--- src/rtl/router_pkg.sv ---
// Shared definitions for the router read-side synchronizer: default sizes
// and the per-channel packet framing state encoding.
package router_pkg;

   localparam int WIDTH_DEF   = 8;
   localparam int TIMEOUT_DEF = 30;

   typedef enum logic [1:0] {
      ST_HDR     = 2'd0,
      ST_LEN     = 2'd1,
      ST_PAYLOAD = 2'd2,
      ST_PARITY  = 2'd3
   } rd_state_t;

endpackage

--- src/rtl/router_rd_sync_if.sv ---
// Bundle of FIFO-side and consumer-side signals for the three router output
// channels. The master side is the FIFO/consumer environment; the slave is the synchronizer.
interface router_rd_sync_if
   import router_pkg::*;
#(
   parameter int WIDTH = WIDTH_DEF
);
   logic             vld_out_0;
   logic             vld_out_1;
   logic             vld_out_2;
   logic             read_req_0;
   logic             read_req_1;
   logic             read_req_2;
   logic [WIDTH-1:0] data_out_0;
   logic [WIDTH-1:0] data_out_1;
   logic [WIDTH-1:0] data_out_2;
   logic [2:0]       read_enb;
   logic             soft_reset_0;
   logic             soft_reset_1;
   logic             soft_reset_2;
   logic [WIDTH-1:0] dout_0;
   logic [WIDTH-1:0] dout_1;
   logic [WIDTH-1:0] dout_2;
   logic             dout_vld_0;
   logic             dout_vld_1;
   logic             dout_vld_2;
   logic             pkt_done_0;
   logic             pkt_done_1;
   logic             pkt_done_2;
   logic             parity_err_0;
   logic             parity_err_1;
   logic             parity_err_2;

   modport master (
      output vld_out_0, vld_out_1, vld_out_2,
      output read_req_0, read_req_1, read_req_2,
      output data_out_0, data_out_1, data_out_2,
      input  read_enb,
      input  soft_reset_0, soft_reset_1, soft_reset_2,
      input  dout_0, dout_1, dout_2,
      input  dout_vld_0, dout_vld_1, dout_vld_2,
      input  pkt_done_0, pkt_done_1, pkt_done_2,
      input  parity_err_0, parity_err_1, parity_err_2
   );

   modport slave (
      input  vld_out_0, vld_out_1, vld_out_2,
      input  read_req_0, read_req_1, read_req_2,
      input  data_out_0, data_out_1, data_out_2,
      output read_enb,
      output soft_reset_0, soft_reset_1, soft_reset_2,
      output dout_0, dout_1, dout_2,
      output dout_vld_0, dout_vld_1, dout_vld_2,
      output pkt_done_0, pkt_done_1, pkt_done_2,
      output parity_err_0, parity_err_1, parity_err_2
   );

endinterface

--- src/rtl/router_rd_chan.sv ---
// One read channel: FIFO read gating, output byte register, packet framing
// with parity check, and a stale-data watchdog that flushes the FIFO.
module router_rd_chan
   import router_pkg::*;
#(
   parameter int WIDTH   = WIDTH_DEF,
   parameter int TIMEOUT = TIMEOUT_DEF
) (
   input  logic             clk1,
   input  logic             reset,
   input  logic             vld_out,
   input  logic             read_req,
   input  logic [WIDTH-1:0] data_out,
   output logic             read_enb,
   output logic             soft_reset,
   output logic [WIDTH-1:0] dout,
   output logic             dout_vld,
   output logic             pkt_done,
   output logic             parity_err
);

   localparam int CNT_W = $clog2(TIMEOUT + 1);

   function automatic logic [WIDTH-1:0] parity_acc(input logic [WIDTH-1:0] acc,
                                                   input logic [WIDTH-1:0] b);
      return acc ^ b;
   endfunction

   rd_state_t        state_r;
   rd_state_t        state_s;
   logic [WIDTH-1:0] acc_r;
   logic [WIDTH-1:0] acc_s;
   logic [WIDTH-1:0] len_r;
   logic [WIDTH-1:0] len_s;
   logic             done_s;
   logic             err_s;
   logic [CNT_W-1:0] cnt_r;
   logic [CNT_W-1:0] cnt_s;
   logic             wd_fire_s;
   logic             rd_q_r;
   logic             soft_reset_r;
   logic [WIDTH-1:0] dout_r;
   logic             dout_vld_r;
   logic             pkt_done_r;
   logic             parity_err_r;

   // Never strobe the FIFO while it is being flushed or while in reset.
   assign read_enb   = vld_out & read_req & ~soft_reset_r & reset;
   assign soft_reset = soft_reset_r;
   assign dout       = dout_r;
   assign dout_vld   = dout_vld_r;
   assign pkt_done   = pkt_done_r;
   assign parity_err = parity_err_r;

   // Watchdog: count stalled-valid cycles, fire once the limit is reached.
   always_comb begin
      cnt_s     = cnt_r;
      wd_fire_s = 1'b0;
      if (soft_reset_r) begin
         cnt_s = {CNT_W{1'b0}};
      end else if (vld_out && !read_enb) begin
         if (cnt_r == CNT_W'(TIMEOUT - 1)) begin
            wd_fire_s = 1'b1;
            cnt_s     = {CNT_W{1'b0}};
         end else begin
            cnt_s = cnt_r + CNT_W'(1);
         end
      end else begin
         cnt_s = {CNT_W{1'b0}};
      end
   end

   // Framing next-state: one step per consumed byte; a flush discards the byte in flight.
   always_comb begin
      state_s = state_r;
      acc_s   = acc_r;
      len_s   = len_r;
      done_s  = 1'b0;
      err_s   = 1'b0;
      if (soft_reset_r) begin
         state_s = ST_HDR;
         acc_s   = {WIDTH{1'b0}};
         len_s   = {WIDTH{1'b0}};
      end else if (rd_q_r) begin
         case (state_r)
            ST_HDR: begin
               acc_s   = data_out;
               state_s = ST_LEN;
            end
            ST_LEN: begin
               len_s = data_out;
               acc_s = parity_acc(acc_r, data_out);
               if (data_out != {WIDTH{1'b0}}) begin
                  state_s = ST_PAYLOAD;
               end else begin
                  state_s = ST_PARITY;
               end
            end
            ST_PAYLOAD: begin
               acc_s = parity_acc(acc_r, data_out);
               len_s = len_r - WIDTH'(1);
               if (len_r == WIDTH'(1)) begin
                  state_s = ST_PARITY;
               end else begin
                  state_s = ST_PAYLOAD;
               end
            end
            ST_PARITY: begin
               done_s  = 1'b1;
               err_s   = (data_out != acc_r);
               acc_s   = {WIDTH{1'b0}};
               state_s = ST_HDR;
            end
            default: begin
               state_s = ST_HDR;
               acc_s   = {WIDTH{1'b0}};
               len_s   = {WIDTH{1'b0}};
            end
         endcase
      end else begin
         state_s = state_r;
      end
   end

   // State, watchdog and registered outputs.
   always_ff @(posedge clk1 or negedge reset) begin
      if (!reset) begin
         state_r      <= ST_HDR;
         acc_r        <= {WIDTH{1'b0}};
         len_r        <= {WIDTH{1'b0}};
         cnt_r        <= {CNT_W{1'b0}};
         rd_q_r       <= 1'b0;
         soft_reset_r <= 1'b0;
         dout_r       <= {WIDTH{1'b0}};
         dout_vld_r   <= 1'b0;
         pkt_done_r   <= 1'b0;
         parity_err_r <= 1'b0;
      end else begin
         state_r      <= state_s;
         acc_r        <= acc_s;
         len_r        <= len_s;
         cnt_r        <= cnt_s;
         rd_q_r       <= read_enb;
         soft_reset_r <= wd_fire_s;
         dout_vld_r   <= rd_q_r;
         pkt_done_r   <= done_s;
         parity_err_r <= err_s;
         if (rd_q_r) begin
            dout_r <= data_out;
         end else begin
            dout_r <= dout_r;
         end
      end
   end

endmodule

--- src/rtl/router_rd_sync.sv ---
// Read-side synchronizer for the 1x3 router: three independent read channels
// between the router FIFOs and the output ports.
module router_rd_sync
   import router_pkg::*;
#(
   parameter int WIDTH   = WIDTH_DEF,
   parameter int TIMEOUT = TIMEOUT_DEF
) (
   input  logic           clk1,
   input  logic           reset,
   router_rd_sync_if.slave bus
);

   logic [2:0] read_enb_s;

   assign bus.read_enb = read_enb_s;

   router_rd_chan #(.WIDTH(WIDTH), .TIMEOUT(TIMEOUT)) u_chan_0 (
      .clk1       (clk1),
      .reset      (reset),
      .vld_out    (bus.vld_out_0),
      .read_req   (bus.read_req_0),
      .data_out   (bus.data_out_0),
      .read_enb   (read_enb_s[0]),
      .soft_reset (bus.soft_reset_0),
      .dout       (bus.dout_0),
      .dout_vld   (bus.dout_vld_0),
      .pkt_done   (bus.pkt_done_0),
      .parity_err (bus.parity_err_0)
   );

   router_rd_chan #(.WIDTH(WIDTH), .TIMEOUT(TIMEOUT)) u_chan_1 (
      .clk1       (clk1),
      .reset      (reset),
      .vld_out    (bus.vld_out_1),
      .read_req   (bus.read_req_1),
      .data_out   (bus.data_out_1),
      .read_enb   (read_enb_s[1]),
      .soft_reset (bus.soft_reset_1),
      .dout       (bus.dout_1),
      .dout_vld   (bus.dout_vld_1),
      .pkt_done   (bus.pkt_done_1),
      .parity_err (bus.parity_err_1)
   );

   router_rd_chan #(.WIDTH(WIDTH), .TIMEOUT(TIMEOUT)) u_chan_2 (
      .clk1       (clk1),
      .reset      (reset),
      .vld_out    (bus.vld_out_2),
      .read_req   (bus.read_req_2),
      .data_out   (bus.data_out_2),
      .read_enb   (read_enb_s[2]),
      .soft_reset (bus.soft_reset_2),
      .dout       (bus.dout_2),
      .dout_vld   (bus.dout_vld_2),
      .pkt_done   (bus.pkt_done_2),
      .parity_err (bus.parity_err_2)
   );

endmodule

--- src/flat_wrapper.sv ---
// flat-port wrapper written by rule: the top's interface ports become plain ports
module router_rd_sync_flat import router_pkg::*;
#(
   parameter int WIDTH   = WIDTH_DEF,
   parameter int TIMEOUT = TIMEOUT_DEF
)
  (clk1, reset, bus_vld_out_0, bus_vld_out_1, bus_vld_out_2, bus_read_req_0, bus_read_req_1, bus_read_req_2, bus_data_out_0, bus_data_out_1, bus_data_out_2, bus_read_enb, bus_soft_reset_0, bus_soft_reset_1, bus_soft_reset_2, bus_dout_0, bus_dout_1, bus_dout_2, bus_dout_vld_0, bus_dout_vld_1, bus_dout_vld_2, bus_pkt_done_0, bus_pkt_done_1, bus_pkt_done_2, bus_parity_err_0, bus_parity_err_1, bus_parity_err_2);
  router_rd_sync_if #(.WIDTH(WIDTH)) bus_i ();
  input  logic clk1;
  input  logic reset;
  input wire logic [$bits(bus_i.vld_out_0)-1:0] bus_vld_out_0;
  input wire logic [$bits(bus_i.vld_out_1)-1:0] bus_vld_out_1;
  input wire logic [$bits(bus_i.vld_out_2)-1:0] bus_vld_out_2;
  input wire logic [$bits(bus_i.read_req_0)-1:0] bus_read_req_0;
  input wire logic [$bits(bus_i.read_req_1)-1:0] bus_read_req_1;
  input wire logic [$bits(bus_i.read_req_2)-1:0] bus_read_req_2;
  input wire logic [$bits(bus_i.data_out_0)-1:0] bus_data_out_0;
  input wire logic [$bits(bus_i.data_out_1)-1:0] bus_data_out_1;
  input wire logic [$bits(bus_i.data_out_2)-1:0] bus_data_out_2;
  output wire logic [$bits(bus_i.read_enb)-1:0] bus_read_enb;
  output wire logic [$bits(bus_i.soft_reset_0)-1:0] bus_soft_reset_0;
  output wire logic [$bits(bus_i.soft_reset_1)-1:0] bus_soft_reset_1;
  output wire logic [$bits(bus_i.soft_reset_2)-1:0] bus_soft_reset_2;
  output wire logic [$bits(bus_i.dout_0)-1:0] bus_dout_0;
  output wire logic [$bits(bus_i.dout_1)-1:0] bus_dout_1;
  output wire logic [$bits(bus_i.dout_2)-1:0] bus_dout_2;
  output wire logic [$bits(bus_i.dout_vld_0)-1:0] bus_dout_vld_0;
  output wire logic [$bits(bus_i.dout_vld_1)-1:0] bus_dout_vld_1;
  output wire logic [$bits(bus_i.dout_vld_2)-1:0] bus_dout_vld_2;
  output wire logic [$bits(bus_i.pkt_done_0)-1:0] bus_pkt_done_0;
  output wire logic [$bits(bus_i.pkt_done_1)-1:0] bus_pkt_done_1;
  output wire logic [$bits(bus_i.pkt_done_2)-1:0] bus_pkt_done_2;
  output wire logic [$bits(bus_i.parity_err_0)-1:0] bus_parity_err_0;
  output wire logic [$bits(bus_i.parity_err_1)-1:0] bus_parity_err_1;
  output wire logic [$bits(bus_i.parity_err_2)-1:0] bus_parity_err_2;
  assign bus_i.vld_out_0 = bus_vld_out_0;
  assign bus_i.vld_out_1 = bus_vld_out_1;
  assign bus_i.vld_out_2 = bus_vld_out_2;
  assign bus_i.read_req_0 = bus_read_req_0;
  assign bus_i.read_req_1 = bus_read_req_1;
  assign bus_i.read_req_2 = bus_read_req_2;
  assign bus_i.data_out_0 = bus_data_out_0;
  assign bus_i.data_out_1 = bus_data_out_1;
  assign bus_i.data_out_2 = bus_data_out_2;
  assign bus_read_enb = bus_i.read_enb;
  assign bus_soft_reset_0 = bus_i.soft_reset_0;
  assign bus_soft_reset_1 = bus_i.soft_reset_1;
  assign bus_soft_reset_2 = bus_i.soft_reset_2;
  assign bus_dout_0 = bus_i.dout_0;
  assign bus_dout_1 = bus_i.dout_1;
  assign bus_dout_2 = bus_i.dout_2;
  assign bus_dout_vld_0 = bus_i.dout_vld_0;
  assign bus_dout_vld_1 = bus_i.dout_vld_1;
  assign bus_dout_vld_2 = bus_i.dout_vld_2;
  assign bus_pkt_done_0 = bus_i.pkt_done_0;
  assign bus_pkt_done_1 = bus_i.pkt_done_1;
  assign bus_pkt_done_2 = bus_i.pkt_done_2;
  assign bus_parity_err_0 = bus_i.parity_err_0;
  assign bus_parity_err_1 = bus_i.parity_err_1;
  assign bus_parity_err_2 = bus_i.parity_err_2;
  router_rd_sync #(.WIDTH(WIDTH), .TIMEOUT(TIMEOUT)) u_core (.clk1(clk1), .reset(reset), .bus(bus_i));
endmodule
--- config.mk ---
export PLATFORM = sky130hd
export DESIGN_NAME = router_rd_sync_flat
export DESIGN_NICKNAME = d
export VERILOG_FILES = /design/src/rtl/router_pkg.sv /design/src/rtl/router_rd_sync_if.sv /design/src/rtl/router_rd_chan.sv /design/src/rtl/router_rd_sync.sv /design/src/flat_wrapper.sv
export SDC_FILE = /design/constraint.sdc
export NUM_CORES = 1
export LEC_CHECK = 0
export CORE_ASPECT_RATIO = 1.1
export CORE_MARGIN = 5
export CORE_UTILIZATION = 46
export CTS_CLUSTER_SIZE = 30
export DETAILED_ROUTE_END_ITERATION = 12
export GPL_TIMING_DRIVEN = 0
export MAX_ROUTING_LAYER = met4
export PLACE_DENSITY = 0.68
export SLEW_MARGIN = 5
export SYNTH_ARGS = -nofsm -noshare
export SYNTH_HDL_FRONTEND = slang
export SYNTH_SLANG_ARGS = --single-unit
--- constraint.sdc ---
create_clock -name clk1 -period 3.7 [get_ports clk1]
set_clock_uncertainty 0.2 [all_clocks]
set_input_delay 0.37 -clock clk1 [delete_from_list [all_inputs] [get_ports clk1]]
set_output_delay 0.37 -clock clk1 [all_outputs]
set_load 0.03 [all_outputs]
== Yosys cells after proc, flatten, opt, wreduce, memory -nomap -nowiden ==
Cells that the tools add are included.

* Register bits: 108

* Add/subtract/negate cells: 6
* Equality and inequality tests: 18
* Multiplexer cells: 69
* Bitwise operators: 15
* Reduce and logical (&&, ||, !) cells: 24

{| class="wikitable"
|+ Operators by type and width
! operator !! number
|-
| 8-bit 2-to-1 mux || 12
|-
| 8-bit case mux with 3 select lines || 3
|-
| 8-bit case mux with 2 select lines || 3
|-
| 5-bit 2-to-1 mux || 9
|-
| 1-bit 2-to-1 mux || 33
|-
| 8-bit by 1-bit == test with 1-bit output (second input constant) || 3
|-
| 8-bit != test || 3
|-
| 2-bit case mux with 4 select lines || 3
|-
| 8-bit nonzero test || 3
|-
| 8-bit by 1-bit subtractor with 8-bit output (second input constant) || 3
|-
| 8-bit bitwise XOR || 3
|-
| 5-bit by 1-bit adder with 5-bit output (second input constant) || 3
|-
| 5-bit == test (second input constant) || 3
|-
| 2-bit == test (second input constant) || 6
|-
| 2-bit 2-to-1 mux || 6
|-
| 1-bit bitwise AND || 9
|-
| 3-bit nonzero test || 3
|-
| 2-bit by 1-bit == test with 1-bit output (second input constant) || 3
|-
| 2-bit zero test || 3
|-
| 2-bit AND reduction || 3
|-
| 2-bit nonzero test || 3
|-
| 2-bit OR reduction || 3
|-
| 1-bit logical AND || 3
|-
| 1-bit zero test || 3
|-
| 1-bit inverter || 3
|}

== Depth between registers and ports, before layout ==
Gate-level depths: netlist of the first run.

* Depth after elaboration: 7
* Gate-level depth with buffers: 8
* Mapped depth without buffers: 6

== Modules after synthesis ==
A second synthesis of the first run with hierarchy kept.

* Cells, all modules: 589
* Area total of the unflattened synthesis: 6052.1 um^2

{| class="wikitable"
|+ By module, submodules not included
! module !! times used !! cells an instance !! area an instance (um^2)
|-
| router_rd_chan at u_core.u_chan_0 ... || 2 || 199 || 2035.7
|-
| router_rd_chan at u_core.u_chan_2 || 1 || 191 || 1980.6
|}

== Worst setup path after synthesis of the first run ==
OpenSTA, ideal clock, no wires.

* Kind: reg2reg
* Start point: register u_core.u_chan_0.state_r[0]
* End point: register u_core.u_chan_0.len_r[0]
* Arrival time: 1734 ps
* Required time: 3374 ps
* Slack: 1640 ps
* Cell stages (with the launch flop): 8
* Period minus slack after synthesis: 2060 ps
* Cell sequence: dfrtp_1 > inv_1 > ha_1 > clkbuf_1 > or2_2 > a21oi_1 > or4_1 > o21ai_0

* Longest elaborated chain between the ends: 4

{| class="wikitable"
|+ RTL lines
! item !! line !! RTL
|-
| from (decl) || router_rd_chan.sv:29 || <nowiki>rd_state_t state_r;</nowiki>
|-
| from (signal assigned) || router_rd_chan.sv:139 || <nowiki>state_r <= state_s;</nowiki>
|-
| 2-bit == test / 2-bit by 1-bit == test with 1-bit output (equally long branches) || router_rd_chan.sv:85 || <nowiki>case (state_r)</nowiki>
|-
| 8-bit case mux with 2 select lines || router_rd_chan.sv:85 ||
|-
| 8-bit 2-to-1 mux || router_rd_chan.sv:84 || <nowiki>end else if (rd_q_r) begin</nowiki>
|-
| 8-bit 2-to-1 mux || router_rd_chan.sv:80 || <nowiki>if (soft_reset_r) begin</nowiki>
|-
| to (signal assigned) || router_rd_chan.sv:130 || <nowiki>len_r <= {WIDTH{1'b0}};</nowiki>
|-
| to (signal assigned) || router_rd_chan.sv:141 || <nowiki>len_r <= len_s;</nowiki>
|-
| to (decl) || router_rd_chan.sv:33 || <nowiki>logic [WIDTH-1:0] len_r;</nowiki>
|}

Several ways; a longest one is shown, not always the timed one. The select of a mux whose other input is x is not followed.
A chain may end at the register's enable or synchronous reset.

== Final worst setup path of the first run ==
* Start point: input reset
* End point: output bus_read_enb[0]

* Longest elaborated chain between the ends: 1

{| class="wikitable"
|+ RTL lines
! item !! line !! RTL
|-
| from (decl) || flat_wrapper.sv:10 || <nowiki>input logic reset;</nowiki>
|-
| 1-bit bitwise AND || router_rd_chan.sv:48 || <nowiki>assign read_enb = vld_out & read_req & ~soft_reset_r & reset;</nowiki>
|-
| to (decl) || flat_wrapper.sv:20 || <nowiki>output wire logic [$bits(bus_i.read_enb)-1:0] bus_read_enb;</nowiki>
|}

Every way passes these cells.

==> results of run 1 <==
where the power goes:
| part | internal [mW] | total, mW | switching, mW |
|---|---|---|---|
| sequential | 1.53 | 1.87 | 0.348 |
| clock | 0.544 | 0.990 | 0.446 |
| combinational | 0.731 | 1.65 | 0.924 |
cells in the mapped netlist (7+ instances only):
cell type  count  area share
nor3_1         8      0.0069
nand3_1        8      0.0069
nor2b_1       25       0.027
clkbuf_1      23       0.015
mux2_2        23       0.045
dfrtp_1      108        0.47
a21oi_1       42       0.036
nor4_1        13       0.014
inv_1         20       0.013
nor2_1        41       0.026
nor3b_1       15       0.019
and3b_1        7       0.011
ha_1          27       0.058
xor2_1        32       0.048
o211ai_1      17       0.022
o21ai_0       62       0.053
nand2_1       54       0.035
worst max path at each step:
| stage | start | end |
|---|---|---|
| 3_3_place_gp | reset | bus_read_enb[0] |
| 3_5_place_dp | reset | bus_read_enb[0] |
| 4_1_cts | reset | bus_read_enb[0] |
| 6_report | reset | bus_read_enb[0] |
| 2_1_floorplan | u_core.u_chan_0.state_r[0] | u_core.u_chan_0.len_r[0] |
| 5_1_grt | reset | bus_read_enb[0] |
per-stage QoR:
step | util | hold slack, ns
after floorplan | - | -0.126
after global placement | 0.537 | 0.220
after detailed placement | 0.540 | 0.139
after CTS | 0.565 | 0.236
after global routing | 0.565 | 0.264
final | 0.565 | 0.240
registers in the layout, indices dropped and copies added, names as in the netlist, 2 cells and up:
register and count:
u_core.u_chan_0.acc_r 8, u_core.u_chan_0.cnt_r 5, u_core.u_chan_0.dout 8, u_core.u_chan_0.len_r 8, u_core.u_chan_0.state_r 2, u_core.u_chan_1.acc_r 8, u_core.u_chan_1.cnt_r 5, u_core.u_chan_1.dout 8
u_core.u_chan_1.len_r 8, u_core.u_chan_1.state_r 2, u_core.u_chan_2.acc_r 8, u_core.u_chan_2.cnt_r 5, u_core.u_chan_2.dout 8, u_core.u_chan_2.len_r 8, u_core.u_chan_2.state_r 2
cell type report:
| cell class | count | share of cell area |
|---|---|---|
| plain buffers | 28 | 0.0165 |
| clock buffers | 10 | 0.0339 |
| clock inverters | 5 | 0.00870 |
| inverters | 20 | 0.0107 |
| multi-input cells | 446 | 0.414 |
| flip-flops and latches | 108 | 0.384 |
| well taps | 157 | 0.0279 |
| repair buffers | 72 | 0.105 |
cells by family after synthesis:
kind of cell	after synthesis	synth area share
multiplexers	27	0.0515
buffers and inverters	48	0.0329
XOR/XNOR	38	0.0573
AND/OR/NAND/NOR	204	0.186
AO/OA/AOI/OAI	150	0.149
flip-flops	108	0.465
adder cells (fa/ha/maj)	27	0.0581
critical path, delay by kind of cell:
kind | cells | cell delay, ns
buffers and inverters | 5 | 2.01
and+or+nand+nor | 2 | 0.29
metal layers:
| layer | share of wire | global-route usage |
|---|---|---|
| met5 | 0 | - |
| met3 | 0.047 | 0.0297 |
| met2 | 0.49 | 0.316 |
| met1 | 0.45 | 0.250 |
| met4 | 0.017 | 0.0762 |
what timing repair did:
item,CTS,global route
endpoints found under the hold margin,45,0
endpoints found under the setup margin,0,0
hold buffers,1,0
==> results.md, run 1 <==
* Reg-to-reg endpoint: u_core.u_chan_0.len_r[6]
* WP data arrival at 2.76 ns
* DR vias/cell at 5.61
* Overall die width at 117 um
* Maximum root-to-sink buffer count at 2
* Net Count, Synth at 661
* Placement-stage worst setup slack at 0.871 ns
* Layout area overhead at 21.3%
* Worst slew slack as a fraction of its limit at 0.513
* Post-route antenna net violation count at 0
* Area of the core region at 12500 sq um
* TritonCTS clock tree: built
* Gate count after technology mapping at 602
* Clock latency reported for the late side of the worst-skew pair at 0.36 ns
* Ant. Diodes at 0
* Setup TNS after final layout at 0 ns
* Worst Path Class, Setup: in -> out
* RSZ-0062 raised after global routing: false
* Number of buffers created by CTS at 9
* Time the final worst path needs with I/O delays and setup at 3.33 ns
* Number of non-filler instances in the completed layout at 846
* Sequential fraction of the synthesis area at 0.465
* Register-to-register setup slack at 1.27 ns
* Final Hold Fails at 0
* Via count of the first global-routing pass at 4860
* Mean Syn Cell Area at 9.65 sq um
* Max-cap violations at 0
* Slowest stage cell, crit path: clkdlybuf4s50_1
* Number of clock sinks at 108
* Final critical-path share of the clock period at 0.899
* Power density over the cells at 641 nW/um^2
* Total iterations of the first detailed-routing run at 5
* First-pass GRT wire length at 23.1 mm
* Dpl cell area at 6740 sq um
* Die span in y at 128 um
* Number of enable-type register cells in the synthesized netlist at 0
* Maximum level of the CTS H-tree at 3
* Sequential standard cell area at 2700 sq um
* Routability cong. at 0.894
* Total congestion overflow after global routing at 0
* Critical path's largest stage delay at 0.65 ns
* Initial core utilization at 0.466
* Routed length per placed instance at 16.3 um
* Worst Max-Slew Pin Slew at 0.723 ns
* Type of the most critical hold path: reg -> reg
* Final routed DRC violation total at 0
* IO buf count at 70
* Synthesis Warnings at 0
* Maximum number of pins on one net before global-route repair at 66
* Primary FF master, synth: dfrtp_1
* Total power at 4.52 mW
* Ordered list of cells on the worst path: dlygate4sd3_1 -> buf_6 -> buf_16 -> nand2_1 -> nor2_1 -> buf_4 -> clkdlybuf4s50_1
* FMAX at 0.301 GHz
* Total routed wirelength at 13.8 mm
* Result of the run: finished, final reports clean
* Combined area of the multi-input logic cells at 2920 sq um
* Fill cell instance count of the final layout at 1128
* Layout cell share with drive strength beyond 1 at 0.0682
* Leak pwr at 2.97 nW
* Number of cells on the worst hold path at 0
* Non-Filler Cell Area, Final at 7050 sq um
* Largest voltage drop on the vdd net at 0.323 mV
* Row cnt at 43
* Clock-pin slew reported for the worst setup and hold paths after clock tree synthesis at 0.07 ns
* Cell Area, Synth at 5810 sq um
* Final nets at 744
* Aggregate global-route resource usage at 0.197
* CP endpoint kind: primary output
* Total count of max-transition violations in the final report at 0
* Slack of the critical path at 0.373 ns
* Leading cell type in the layout, fill and taps excluded: dfrtp_1
* Total of flip-flops plus latches after synthesis at 108
* Req. time, crit path at 3.13 ns
* Worst Path Max Fanout at 65
* Total of endpoints with negative setup slack in the final report at 0
* DRC marker count from the first detailed-route iteration at 332
* Setup crit start kind: primary input
* Asr flop ratio synth at 1.00
* Hold Startpoint: u_core.u_chan_0.rd_q_r
* Yosys cell types at 43
* Number of cells on the worst reg-to-reg path at 7
* Setup repair bufs after CTS at 0
* Cell Count Post-Placement at 830
* Top-level I/O count at 71
* Worst-case hold path end point: u_core.u_chan_0.dout_vld
* Clock root buffer: clkbuf_16
* Number of antenna violations at the first check in global routing at 0
* Top library cells by usage in the layout, fill and taps aside: 108 x dfrtp_1, 69 x clkdlybuf4s50_1, 62 x o21ai_0
* R2R Path Start: u_core.u_chan_0.state_r[0]
* Placed wire-length estimate at 9.65 mm
* Post_cts resized at 0
* Total number of vias at 4748
* Full die area at 15000 sq um
Note: power is estimated with default switching activity, not from simulation.
==> inputs of run 2 (changes only) <==
--- a/config.mk
+++ b/config.mk
@@ -12,7 +12,7 @@
 export DETAILED_ROUTE_END_ITERATION = 12
 export GPL_TIMING_DRIVEN = 0
 export MAX_ROUTING_LAYER = met4
-export PLACE_DENSITY = 0.68
+export PLACE_DENSITY = 0.78
 export SLEW_MARGIN = 5
 export SYNTH_ARGS = -nofsm -noshare
 export SYNTH_HDL_FRONTEND = slang
==> constraint.sdc (replaced) <==
create_clock -name clk1 -period 2.8 [get_ports clk1]
set_clock_uncertainty 0.2 [all_clocks]
set_input_delay 0.56 -clock clk1 [delete_from_list [all_inputs] [get_ports clk1]]
set_output_delay 0.56 -clock clk1 [all_outputs]
set_load 0.03 [all_outputs]
==> run 2 against run 1 <==
  * The run now ends with hold timing left
  * Design area up 0.85%
  * Global-route usage up 1.2 points
  * Die area unchanged
  * Via count up 3.1%
  * Core utilization up 0.48 points
==> results.md, run 2 (synthesis gave the netlist of run 1 again) <==
* First-pass GRT wire length at 24.6 mm
* Setup crit start: u_core.u_chan_2.soft_reset
* Row cnt at 43
* Sequential standard cell area at 2700 sq um
* Full die area at 15000 sq um
* Combined area of the multi-input logic cells at 2920 sq um
* Worst Path Class, Setup: reg -> out
* Worst slack on hold paths at -0.00990 ns
* Total count of max-transition violations in the final report at 0
* Placed wire-length estimate at 9.93 mm
* Layout cell share with drive strength beyond 1 at 0.0710
* Total iterations of the first detailed-routing run at 5
* R2R Path Start: u_core.u_chan_0.state_r[0]
* Top-level I/O count at 71
* Initial core utilization at 0.466
* Cell Count Post-Placement at 830
* Number of buffers created by CTS at 9
* Routed length per placed instance at 17.1 um
* Maximum level of the CTS H-tree at 3
* Req. time, crit path at 2.04 ns
* Worst Max-Slew Pin Slew at 0.743 ns
* Slowest stage cell, crit path: dfrtp_1
* Overall die width at 117 um
* RSZ-0062 raised after global routing: false
* Critical path's largest stage delay at 0.39 ns
* IO buf count at 70
* Clock-pin slew reported for the worst setup and hold paths after clock tree synthesis at 0.07 ns
* Max-cap violations at 0
* Number of non-filler instances in the completed layout at 847
* Type of the most critical hold path: in -> async
* Result of the run: complete, but fails checks
* Clock root buffer: clkbuf_16
* Final Hold Fails at 6
* CP endpoint kind: primary output
* Total of endpoints with negative setup slack in the final report at 0
* Total number of vias at 4897
* Clock latency reported for the late side of the worst-skew pair at 0.35 ns
* Largest voltage drop on the vdd net at 0.488 mV
* Fill cell instance count of the final layout at 1078
* Setup crit start kind: register
* Post-route antenna net violation count at 0
* Final nets at 746
* Layout area overhead at 22.3%
* Via count of the first global-routing pass at 5235
* Time the final worst path needs with I/O delays and setup at 2.63 ns
* Ordered list of cells on the worst path: clkbuf_1 -> inv_1 -> nand2_1 -> nor2_1 -> buf_4 -> clkdlybuf4s15_1
* Maximum root-to-sink buffer count at 2
* FMAX at 0.380 GHz
* Power density over the cells at 838 nW/um^2
* Worst Path Max Fanout at 8
* Maximum number of pins on one net before global-route repair at 51
* Failing checks: hold timing
* Die span in y at 128 um
* DR vias/cell at 5.78
* Ant. Diodes at 0
* Routability cong. at 0.953
* Worst slew slack as a fraction of its limit at 0.500
* TritonCTS clock tree: built
* Number of antenna violations at the first check in global routing at 0
* Final critical-path share of the clock period at 0.939
* DRC marker count from the first detailed-route iteration at 319
* Leak pwr at 3.02 nW
* WP data arrival at 1.87 ns
* Leading cell type in the layout, fill and taps excluded: dfrtp_1
* Area of the core region at 12500 sq um
* Final routed DRC violation total at 0
* Aggregate global-route resource usage at 0.209
* Top library cells by usage in the layout, fill and taps aside: 108 x dfrtp_1, 66 x clkdlybuf4s50_1, 62 x o21ai_0
* Post-layout utilization of the core at 0.569
* Register-to-register setup slack at 0.32 ns
* Total congestion overflow after global routing at 0
* Number of clock sinks at 108
* Total routed wirelength at 14.5 mm
[run 2: routing by layer]
metal | up-vias | track usage | part of all wire
met5 | - | - | 0
met4 | 0 | 0.0830 | 0.026
met3 | 34 | 0.0316 | 0.047
met2 | 155 | 0.353 | 0.51
met1 | 2415 | 0.249 | 0.42
li1 | 2293 | - | -
[run 2: report_power, final]
part | internal (mW) | total (mW) | switching (mW)
registers | 2.02 | 2.49 | 0.468
clock network | 0.681 | 1.25 | 0.571
logic | 0.979 | 2.22 | 1.24
total | 3.68 | 5.96 | 2.28
[run 2: final cells by class]
cell class / instances / share of cell area
flip-flops and latches: 108 / 0.380
multi-input cells: 446 / 0.410
inverters: 20 / 0.0106
clock inverters: 5 / 0.00775
clock buffers: 9 / 0.0317
well taps: 157 / 0.0276
plain buffers: 28 / 0.0164
repair buffers: 74 / 0.115
[run 2: final timing paths]
check | to | depth (start not counted)
max | bus_read_enb[2] | 6
min | u_core.u_chan_0.acc_r[2] | 2
max reg2reg | u_core.u_chan_0.len_r[6] | 7
min reg2reg | u_core.u_chan_0.dout_vld | 0
max in group asynchronous | u_core.u_chan_0.len_r[1] | 2
min in group clk1 | u_core.u_chan_0.dout_vld | 0
[run 2: worst max-delay path: cells and delay by family, from the launching register on]
family / cells / cell delay, ns
buf+inv: 4 / 0.88
flops: 1 / 0.39
simple gates: 2 / 0.24
[run 2: per-stage QoR]
stage / power [mW] / instance area (sq um) / TNS (ns) / setup slack (ns)
finish: 5.96 / 7110 / 0 / 0.171
global route: 6.40 / 7110 / 0 / 0.00817
CTS: 5.98 / 7100 / 0 / 0.0174
detailed placement: 4.68 / 6740 / -0.847 / -0.396
global placement: 4.52 / 6710 / -421.08 / -4.11
floorplan: 3.96 / 5810 / 0 / 0.740
[run 2: repair_timing]
item                                    4_1_cts  5_1_grt
hold endpoints to repair                     50        0
endpoints found under the setup margin        3        2
gates cloned                                  1        0
buffers inserted                              0        0
resized for setup                             4        2
hold buffers                                  2        0
